--- config.mk ---
export PLATFORM = sky130hd
export DESIGN_NAME = note_scheduler_flat
export DESIGN_NICKNAME = d
export VERILOG_FILES = /design/src/rtl/note_scheduler_if.sv /design/src/rtl/note_scheduler.sv /design/src/flat_wrapper.sv
export SDC_FILE = /design/constraint.sdc
export NUM_CORES = 1
export LEC_CHECK = 0
export CORE_AREA = 2 2 70 72
export DETAILED_ROUTE_END_ITERATION = 12
export DIE_AREA = 0 0 72 74
export HOLD_SLACK_MARGIN = 0.08
export PLACE_DENSITY_LB_ADDON = 0.08
export SYNTH_ARGS = -nofsm -noshare
export SYNTH_HDL_FRONTEND = slang
export SYNTH_SLANG_ARGS = --single-unit
--- constraint.sdc ---
create_clock -name clk -period 2.82 [get_ports clk]
set_clock_uncertainty 0.2 [all_clocks]
set_input_delay 0.705 -clock clk [delete_from_list [all_inputs] [get_ports clk]]
set_output_delay 0.705 -clock clk [all_outputs]
set_load 0.05 [all_outputs]
--- src/rtl/note_scheduler_if.sv ---
// Request/slot bundle between melody sources, the beat-grid scheduler and the tone datapath.
interface note_scheduler_if #(
  parameter int VOICES      = 2,
  parameter int NOTE_W      = 4,
  parameter int SAMPLE_BITS = 7
);
  localparam int VW = $clog2(VOICES) + 1;

  logic [VOICES-1:0]        req_valid;
  logic [VOICES*NOTE_W-1:0] req_note;
  logic [VOICES-1:0]        req_long;
  logic [VOICES-1:0]        req_ready;
  logic [VOICES-1:0]        busy;
  logic [SAMPLE_BITS-1:0]   sample_pos;
  logic                     sample_strb;
  logic                     tick_strb;
  logic                     slot_valid;
  logic [VW-1:0]            slot_voice;
  logic [NOTE_W-1:0]        slot_note;
  logic                     slot_gate;

  modport master (
    output req_valid, req_note, req_long,
    input  req_ready, busy, sample_pos, sample_strb, tick_strb,
           slot_valid, slot_voice, slot_note, slot_gate
  );

  modport slave (
    input  req_valid, req_note, req_long,
    output req_ready, busy, sample_pos, sample_strb, tick_strb,
           slot_valid, slot_voice, slot_note, slot_gate
  );
endinterface

--- src/rtl/note_scheduler.sv ---
// Beat-grid note scheduler: times note/space per voice on a tick grid and issues one
// accumulator slot per voice per PWM sample period to a shared tone datapath.
module note_scheduler #(
  parameter int VOICES       = 2,
  parameter int SAMPLE_BITS  = 7,
  parameter int TICK_SAMPLES = 5468,
  parameter int NOTE_W       = 4
) (
  input  logic clk,
  input  logic rst,
  input  logic run,
  note_scheduler_if.slave bus
);
  localparam int TW = (TICK_SAMPLES > 1) ? $clog2(TICK_SAMPLES) : 1;
  localparam int VW = $clog2(VOICES) + 1;
  localparam logic [SAMPLE_BITS-1:0] POS_LAST  = '1;
  localparam logic [TW-1:0]          TICK_LAST = TW'(TICK_SAMPLES - 1);

  typedef enum logic [1:0] {IDLE, ARMED, NOTE, SPACE} voice_state_t;

  voice_state_t           state     [VOICES];
  logic [2:0]             remaining [VOICES];
  logic [NOTE_W-1:0]      note      [VOICES];
  logic                   is_long   [VOICES];

  logic [SAMPLE_BITS-1:0] sample_pos;
  logic [TW-1:0]          tick_cnt;
  logic                   sample_strb;
  logic                   tick_strb;
  logic [VOICES-1:0]      ready;
  logic [VOICES-1:0]      busy;

  logic                   slot_valid;
  logic [VW-1:0]          slot_voice;
  logic [NOTE_W-1:0]      slot_note;
  logic                   slot_gate;

  assign sample_strb = (sample_pos == POS_LAST);
  assign tick_strb   = sample_strb & run & (tick_cnt == TICK_LAST);

  always_comb begin
    ready = '0;
    busy  = '0;
    for (int unsigned v = 0; v < VOICES; v++) begin
      ready[v] = ~rst & run & (state[v] == IDLE);
      busy[v]  = (state[v] != IDLE);
    end
  end

  // sample_pos free-runs so the PWM comparator keeps its period even while frozen
  always_ff @(posedge clk) begin
    if (rst) begin
      sample_pos <= '0;
      tick_cnt   <= '0;
    end else begin
      sample_pos <= sample_pos + 1'b1;
      if (sample_strb & run)
        tick_cnt <= (tick_cnt == TICK_LAST) ? '0 : tick_cnt + 1'b1;
    end
  end

  always_ff @(posedge clk) begin
    if (rst) begin
      for (int unsigned v = 0; v < VOICES; v++) begin
        state[v]     <= IDLE;
        remaining[v] <= '0;
        note[v]      <= '0;
        is_long[v]   <= 1'b0;
      end
    end else if (run) begin
      for (int unsigned v = 0; v < VOICES; v++) begin
        case (state[v])
          IDLE: if (bus.req_valid[v]) begin
            note[v]    <= bus.req_note[v*NOTE_W +: NOTE_W];
            is_long[v] <= bus.req_long[v];
            state[v]   <= ARMED;
          end
          ARMED: if (tick_strb) begin
            state[v]     <= NOTE;
            remaining[v] <= is_long[v] ? 3'd7 : 3'd3;
          end
          NOTE: if (tick_strb) begin
            if (remaining[v] == 3'd1) state[v] <= SPACE;
            else                      remaining[v] <= remaining[v] - 3'd1;
          end
          SPACE: if (tick_strb) state[v] <= IDLE;
          default: state[v] <= IDLE;
        endcase
      end
    end
  end

  // Slot uses pre-edge voice state; a request accepted this cycle cannot gate this slot
  always_ff @(posedge clk) begin
    slot_valid <= 1'b0;
    slot_voice <= '0;
    slot_note  <= '0;
    slot_gate  <= 1'b0;
    if (!rst) begin
      for (int unsigned v = 0; v < VOICES; v++) begin
        if ({1'b0, sample_pos} == (SAMPLE_BITS + 1)'(v)) begin
          slot_valid <= 1'b1;
          slot_voice <= VW'(v);
          slot_note  <= note[v];
          slot_gate  <= (state[v] == NOTE) & run;
        end
      end
    end
  end

  assign bus.req_ready   = ready;
  assign bus.busy        = busy;
  assign bus.sample_pos  = sample_pos;
  assign bus.sample_strb = sample_strb;
  assign bus.tick_strb   = tick_strb;
  assign bus.slot_valid  = slot_valid;
  assign bus.slot_voice  = slot_voice;
  assign bus.slot_note   = slot_note;
  assign bus.slot_gate   = slot_gate;
endmodule

--- src/flat_wrapper.sv ---
// flat-port wrapper written by rule: the top's interface ports become plain ports
module note_scheduler_flat 
#(
  parameter int VOICES       = 2,
  parameter int SAMPLE_BITS  = 7,
  parameter int TICK_SAMPLES = 5468,
  parameter int NOTE_W       = 4
)
  (clk, rst, run, bus_req_valid, bus_req_note, bus_req_long, bus_req_ready, bus_busy, bus_sample_pos, bus_sample_strb, bus_tick_strb, bus_slot_valid, bus_slot_voice, bus_slot_note, bus_slot_gate);
  note_scheduler_if #(.VOICES(VOICES), .NOTE_W(NOTE_W), .SAMPLE_BITS(SAMPLE_BITS)) bus_i ();
  input  logic clk;
  input  logic rst;
  input  logic run;
  input wire logic [$bits(bus_i.req_valid)-1:0] bus_req_valid;
  input wire logic [$bits(bus_i.req_note)-1:0] bus_req_note;
  input wire logic [$bits(bus_i.req_long)-1:0] bus_req_long;
  output wire logic [$bits(bus_i.req_ready)-1:0] bus_req_ready;
  output wire logic [$bits(bus_i.busy)-1:0] bus_busy;
  output wire logic [$bits(bus_i.sample_pos)-1:0] bus_sample_pos;
  output wire logic [$bits(bus_i.sample_strb)-1:0] bus_sample_strb;
  output wire logic [$bits(bus_i.tick_strb)-1:0] bus_tick_strb;
  output wire logic [$bits(bus_i.slot_valid)-1:0] bus_slot_valid;
  output wire logic [$bits(bus_i.slot_voice)-1:0] bus_slot_voice;
  output wire logic [$bits(bus_i.slot_note)-1:0] bus_slot_note;
  output wire logic [$bits(bus_i.slot_gate)-1:0] bus_slot_gate;
  assign bus_i.req_valid = bus_req_valid;
  assign bus_i.req_note = bus_req_note;
  assign bus_i.req_long = bus_req_long;
  assign bus_req_ready = bus_i.req_ready;
  assign bus_busy = bus_i.busy;
  assign bus_sample_pos = bus_i.sample_pos;
  assign bus_sample_strb = bus_i.sample_strb;
  assign bus_tick_strb = bus_i.tick_strb;
  assign bus_slot_valid = bus_i.slot_valid;
  assign bus_slot_voice = bus_i.slot_voice;
  assign bus_slot_note = bus_i.slot_note;
  assign bus_slot_gate = bus_i.slot_gate;
  note_scheduler #(.VOICES(VOICES), .SAMPLE_BITS(SAMPLE_BITS), .TICK_SAMPLES(TICK_SAMPLES), .NOTE_W(NOTE_W)) u_core (.clk(clk), .rst(rst), .run(run), .bus(bus_i));
endmodule
==> results of run 1 <==
flip-flops by register name, summed over array words and instances (netlist names):
register and cells:
u_core.bus.sample_pos 7, u_core.bus.slot_voice 1, u_core.bus.slot_valid 1, u_core.remaining 6, u_core.is_long 2, u_core.bus.slot_gate 1, u_core.tick_cnt 13, u_core.state 4
u_core.note 8, u_core.bus.slot_note 4
cells in the final DEF, fill, tap and decap left out, types with 6 or more instances in the layout:
master / count
a21oi_1: 13
and2_1: 11
buf_4: 14
clkdlybuf4s50_1: 29
dfxtp_1: 25
edfxtp_1: 20
ha_1: 8
inv_1: 14
nand2_1: 12
nand2b_1: 6
nor2_1: 36
o21ai_0: 7
xnor2_1: 8
xor2_1: 6
timing repair:
action | CTS | global route
endpoints found under the setup margin | 1 | 1
cloned | 0 | 0
gates resized for setup | 2 | 2
worst max path at each step:
stage | startpoint | to | slack [ps] | depth (start not counted)
after floorplan | u_core.bus.sample_pos[3] | bus_tick_strb | 120 | 5
after global placement | run | bus_tick_strb | -50 | 6
after detailed placement | run | bus_tick_strb | -50 | 6
after CTS | run | bus_tick_strb | 7 | 6
after global routing | u_core.state[1][0] | bus_busy[1] | 100 | 3
final | rst | bus_req_ready[1] | 140 | 5
final cells by class:
class	instances	area [µm²]	share of cell area [%]
flip-flops and latches	47	1140	38.4
clock inverters	3	47.5	1.60
repair buffers	48	488	16.4
well taps	54	67.6	2.27
clock buffers	5	68.8	2.31
multi-input cells	171	1110	37.1
inverters	15	56.3	1.89
logic make-up after synthesis:
family / after synthesis / share of synthesized area (%)
other cells: 1 / 0.160
flops: 47 / 48.7
xor+xnor: 14 / 5.24
simple gates: 109 / 27.0
compound gates: 39 / 10.4
buf+inv: 23 / 4.17
fa+ha+maj: 8 / 4.28
per-stage QoR:
stage | utilization (%) | power, mW | setup WS, ps | std cells
6_report | 64.8 | 1.46 | 144 | 343
5_1_grt | 64.8 | 1.52 | 103 | 343
4_1_cts | 64.7 | 1.48 | 7.45 | 343
3_5_place_dp | 62.1 | 0.969 | -48.9 | 335
3_3_place_gp | 62.1 | 0.968 | -45.4 | 335
2_1_floorplan | - | 0.889 | 119 | 241
critical path: cells and delay by family:
| family | cells | cell delay [ps] |
|---|---|---|
| simple gates | 2 | 320 |
| buf+inv | 3 | 750 |
per-layer routing:
metal,wire (µm),part of all wire (%)
met1,2200,48
met2,2100,46
met3,153,3.4
met4,88,1.9
met5,0,0
power breakdown:
part | leakage (nW) | internal [mW] | switching [mW]
logic | 0.675 | 0.0808 | 0.118
registers | 0.423 | 0.737 | 0.0162
clock network | 0.0587 | 0.269 | 0.241
total | 1.16 | 1.09 | 0.375
synth_stat cells (all sizes together), types with 3 or more instances:
cell type	instances
and3	5
ha	8
dfxtp	27
inv	15
nor2b	5
clkbuf	3
nand4	6
buf	5
nand2	12
xnor2	8
o21ai	8
nand3	7
and2	12
nor2	36
xor2	6
a22oi	4
nand2b	6
edfxtp	20
and4	3
a21oi	14
or3	5
==> metrics.md, run 1 <==
| Metric | Value |
|---|---|
| Grt met1 use | between 20% and 30% |
| Vias | 1793 |
| Crit-path max FO | 4 |
| CTS Sinks | 47 |
| Initial antenna violation count | 0 |
| Die Y-Extent | 74 µm |
| Num CTS Buffers | 5 |
| # Max-Cap Violations | 0 |
| Cell Chain, Critical Path | clkdlybuf4s50_1, inv_1, nand2_1, nor2_1, buf_12 |
| Congestion Overflow GR | 0 |
| Post-Layout Inst Area | 2980 µm² |
| WP data required | between 1500 and 2000 ps |
| Post-synth cell types | 50 |
| Layout cells sized above 1 | between 10% and 20% |
| DPL Wire Length | between 3 and 4 mm |
| CP Capture Type | primary output |
| Hold violation total from the final report | 0 |
| Pwr Density | 491 nW/µm² |
| Worst reg-to-reg path cell count | 6 |
| Primary FF master, synth | dfxtp_1 |
| Post-synthesis sequential area ratio | between 40% and 50% |
| Vias in the first global route | about 1700 |
| Ant. Diodes | 0 |
| Min cycle time layout | roughly 2700 ps |
| H-tree levels | 2 |
| Setup TNS | 0 ps |
| Synth top area share | 25.7% |
| DRT Wirelength | between 4 and 5 mm |
| Critical path type | in -> out |
| CTS tree | yes |
| Placed instance area | 2860 µm² |
| Syn nets | between 200 and 300 |
| R2r startpoint | u_core.bus.sample_pos[0] |
| IO Count | 36 |
| Cells after Synth | about 240 |
| Crit path max-delay cell type | clkdlybuf4s50_1 |
| Post-synthesis register bit count | 47 |
| Worst-Skew Late Latency | about 300 ps |
| Setup Viol. Count Final | 0 |
| LEAKAGE | 1.16 nW |
| DIE AREA | around 5300 µm² |
| Hold Slack | 269 ps |
| CTS Root Cell | clkbuf_8 |
| Worst reg-to-reg setup slack | between 600 and 700 ps |
| Crit path launch type | input pin |
| Reg-to-Reg End | u_core.remaining[0][2] |
| Min-Delay Startpoint | u_core.bus.sample_pos[0] |
| Area grow syn2layout | 27.2% |
| Met2 usage | between 30% and 40% |
| Number of buffers added on ports | 34 |
| Outcome | finished clean |
| Slowest stage delay, CP | 480 ps |
| Count of hold-fix buffers inserted at cts | 0 |
| Fillers | roughly 410 |
| Worst VDD drop | around 0.24 mV |
| Row cnt | 25 |
| Ranking of synthesized cells by area | edfxtp_1 26%, dfxtp_1 23%, nor2_1 5.8%, ha_1 4.3%, and2_1 3.2% |
| DR WL/cell | approximately 13 µm |
| Initial Util | 50.9% |
| Overall routing resource usage | a little under a fifth |
| Longest Clk Path Bufs | 2 |
| Routability cong. | slightly below 0.8 |
| Met3 GRT Util | under 10% |
| Post-CTS setup buffer count | 0 |
| Synth area leader | edfxtp_1 |
| DR vias/cell | 5.23 |
| Busiest grt layer | met2 |
| DR iter-0 viols | between 80 and 90 |
| Largest net degree at the start of global routing | 17 |
| Worst EP arrival | around 1800 ps |
| Worst Hold Class | reg -> reg |
| Post-synth EDFFs | 20 |
| Core area | between 4000 and 5000 µm² |
| Die width | 72 µm |
| First-pass GRT wire length | ~7.7 mm |
| Pre-antenna DRT Iters | 4 |
| Cell Area, Synth | around 2300 µm² |
| Hold-critical path depth | 1 |
| Max Clock Freq | 374 MHz |
| Antenna viol nets, final | 0 |
| Final period utilization | a little over nine tenths |
| Hold Path Sink | u_core.bus.sample_pos[0] |
| Worst-path clk slew | 90 ps |
| Share of flip-flops with an asynchronous set or reset | 0% |
| RSZ-0062 raised after global routing | no |
| Synth warn | 0 |
| Count of final max-slew check failures | 0 |
| DRC | 0 |
| Nets | about 310 |
| Syn_area_per_cell | approximately 9.7 µm² |
No activity file was read; power rests on OpenSTA's default activity.
==> run 2, diff against run 1 <==
--- a/config.mk
+++ b/config.mk
@@ -5,6 +5,7 @@
 export SDC_FILE = /design/constraint.sdc
 export NUM_CORES = 1
 export LEC_CHECK = 0
+export CAP_MARGIN = 30
 export CORE_AREA = 2 2 70 72
 export DETAILED_ROUTE_END_ITERATION = 12
 export DIE_AREA = 0 0 72 74
==> results of run 2 <==
The final DEF is identical to that of run 1; final timing and power are the same.
==> run 3, diff against run 2 <==
--- a/config.mk
+++ b/config.mk
@@ -6,9 +6,9 @@
 export NUM_CORES = 1
 export LEC_CHECK = 0
 export CAP_MARGIN = 30
-export CORE_AREA = 2 2 70 72
+export CORE_AREA = 2 2 100 102
 export DETAILED_ROUTE_END_ITERATION = 12
-export DIE_AREA = 0 0 72 74
+export DIE_AREA = 0 0 102 104
 export HOLD_SLACK_MARGIN = 0.08
 export PLACE_DENSITY_LB_ADDON = 0.08
 export SYNTH_ARGS = -nofsm -noshare
==> run 3 against run 2 <==
Net effect:
- combinational power increased by 6%
- highest routed layer unchanged
- die area increased by 99%
- hold slack improved by 7.8 ps
- first-iteration DRC count decreased by 57%
- clock power increased by 18%
- clock-buffer cell count unchanged
- sequential share of layout area decreased by 2.1 points
- global-route usage decreased by 7.5 points
==> metrics.md, run 3 (synthesis gave the netlist of run 1 again) <==
| Metric | Value |
|---|---|
| Outcome | finished clean |
| Largest registers | u_core.tick_cnt x13, u_core.note x8, u_core.bus.sample_pos x7 |
| Ant. Diodes | 0 |
| Post-Layout Inst Area | 3150 µm² |
| Worst-path clk slew | roughly 90 ps |
| LEAKAGE | approximately 1.2 nW |
| WP data required | between 1500 and 2000 ps |
| Vias in the first global route | roughly 1800 |
| Max reg flops | 13 |
| Final period utilization | between 90% and 100% |
| Pre-CTS WS | -51.6 ps |
| Max Clock Freq | about 380 MHz |
| H-tree levels | 2 |
| Count of hold-fix buffers inserted at cts | 0 |
| CTS Sinks | between 40 and 50 |
| CTS tree | yes |
| DR vias/cell | 4.23 |
| Worst-Skew Late Latency | approximately 300 ps |
| DR iter-0 viols | 38 |
| Crit path launch type | input pin |
| Pwr Density | just under 500 nW/µm² |
| Row cnt | 36 |
| Hold violation total from the final report | 0 |
| RSZ-0062 raised after global routing | no |
| Min cycle time layout | roughly 2700 ps |
| # Max-Cap Violations | 0 |
| CP Capture Type | primary output |
| Area grow syn2layout | 34.7% |
| Rel. slew slack | 54.3% |
| Worst Hold Class | reg -> reg |
| Setup TNS | 0 ps |
| Most frequent cells in the layout | 36 x nor2_1, 29 x clkdlybuf4s50_1, 25 x dfxtp_1, 20 x edfxtp_1, 18 x buf_4 |
| DRC | 0 |
| Layout cells sized above 1 | between 10 and 15% |
| Die Y-Extent | between 100 and 150 µm |
| IO Count | 36 |
| Vias | ~1800 |
| Most common cell after layout, fill and taps aside | nor2_1 |
| DPL Wire Length | between 4 and 5 mm |
| Nets | 316 |
| Num CTS Buffers | 5 |
| Routability cong. | ~0.76 |
| Number of buffers added on ports | 34 |
| Placed instance area | 3000 µm² |
| Die width | 102 µm |
| Overall routing resource usage | between 10% and 20% |
| Top reg by flops | u_core.tick_cnt |
| Longest Clk Path Bufs | 2 |
| DR WL/cell | ~13 µm |
| Core area | roughly 9500 µm² |
| Pre-antenna DRT Iters | 4 |
| Setup Viol. Count Final | 0 |
| Worst EP arrival | 1760 ps |
| CTS Root Cell | clkbuf_8 |
| Initial antenna violation count | 0 |
| Count of final max-slew check failures | 0 |
| Critical path type | in -> out |
| Largest net degree at the start of global routing | 16 |
| DIE AREA | ~11000 µm² |
| DRT Wirelength | between 5 and 6 mm |
| Initial Util | around 25% |
| Antenna viol nets, final | 0 |
| Worst VDD drop | about 0.25 mV |
| Crit-path max FO | 4 |
| First-pass GRT wire length | 9.14 mm |
| Congestion Overflow GR | 0 |
| Slew @ Worst Pin | ~680 ps |
| Worst setup margin | about 150 ps |
## run 3: routing by layer
layer,wire (µm),track usage (%)
met2,2580,17.2
met1,2730,15.2
met5,0,0
met3,175,2.62
met4,17,2.86
## run 3: power breakdown
part           switching, mW  internal [mW]  total (mW)
clock network          0.248          0.355       0.603
registers             0.0153          0.737       0.753
logic                  0.123         0.0858       0.209
## run 3: path summary, 6_finish.rpt
check / end / cells after the start / slack (ps) / startpoint
worst min register to register: u_core.bus.sample_pos[0] / 1 / 280 / u_core.bus.sample_pos[0]
worst max register to register: u_core.remaining[0][2] / 6 / 580 / u_core.bus.sample_pos[0]
worst max-delay path: bus_req_ready[1] / 5 / 150 / rst
worst min-delay path: u_core.bus.sample_pos[0] / 1 / 280 / u_core.bus.sample_pos[0]
## run 3: per-stage QoR
stage	instances	utilization [%]	hold slack [ps]	total power, mW
3_5_place_dp	418	31.4	261	0.981
3_3_place_gp	418	31.4	255	0.983
2_1_floorplan	241	-	249	0.889
6_report	427	33.0	277	1.56
4_1_cts	426	32.8	280	1.59
5_1_grt	427	33.0	324	1.63
## run 3: area by class of cell
class | count | area [µm²]
multi-input combinational | 171 | 1110
clock inverter | 3 | 66.3
sequential | 47 | 1140
inverter | 15 | 56.3
tap | 133 | 166
clock buffer | 5 | 68.8
timing repair buffer | 53 | 538
fill | 1016 | 6390
## run 3: critical path, cell delays in order
cell             delay, ps
clkdlybuf4s50_1        490
inv_1                  110
nand2_1                 90
nor2_1                 200
buf_12                 160
## run 3: timing repair
action | in CTS | in global routing
buffers inserted | 0 | 1
setup endpoints to repair | 1 | 1
resized for setup | 3 | 2
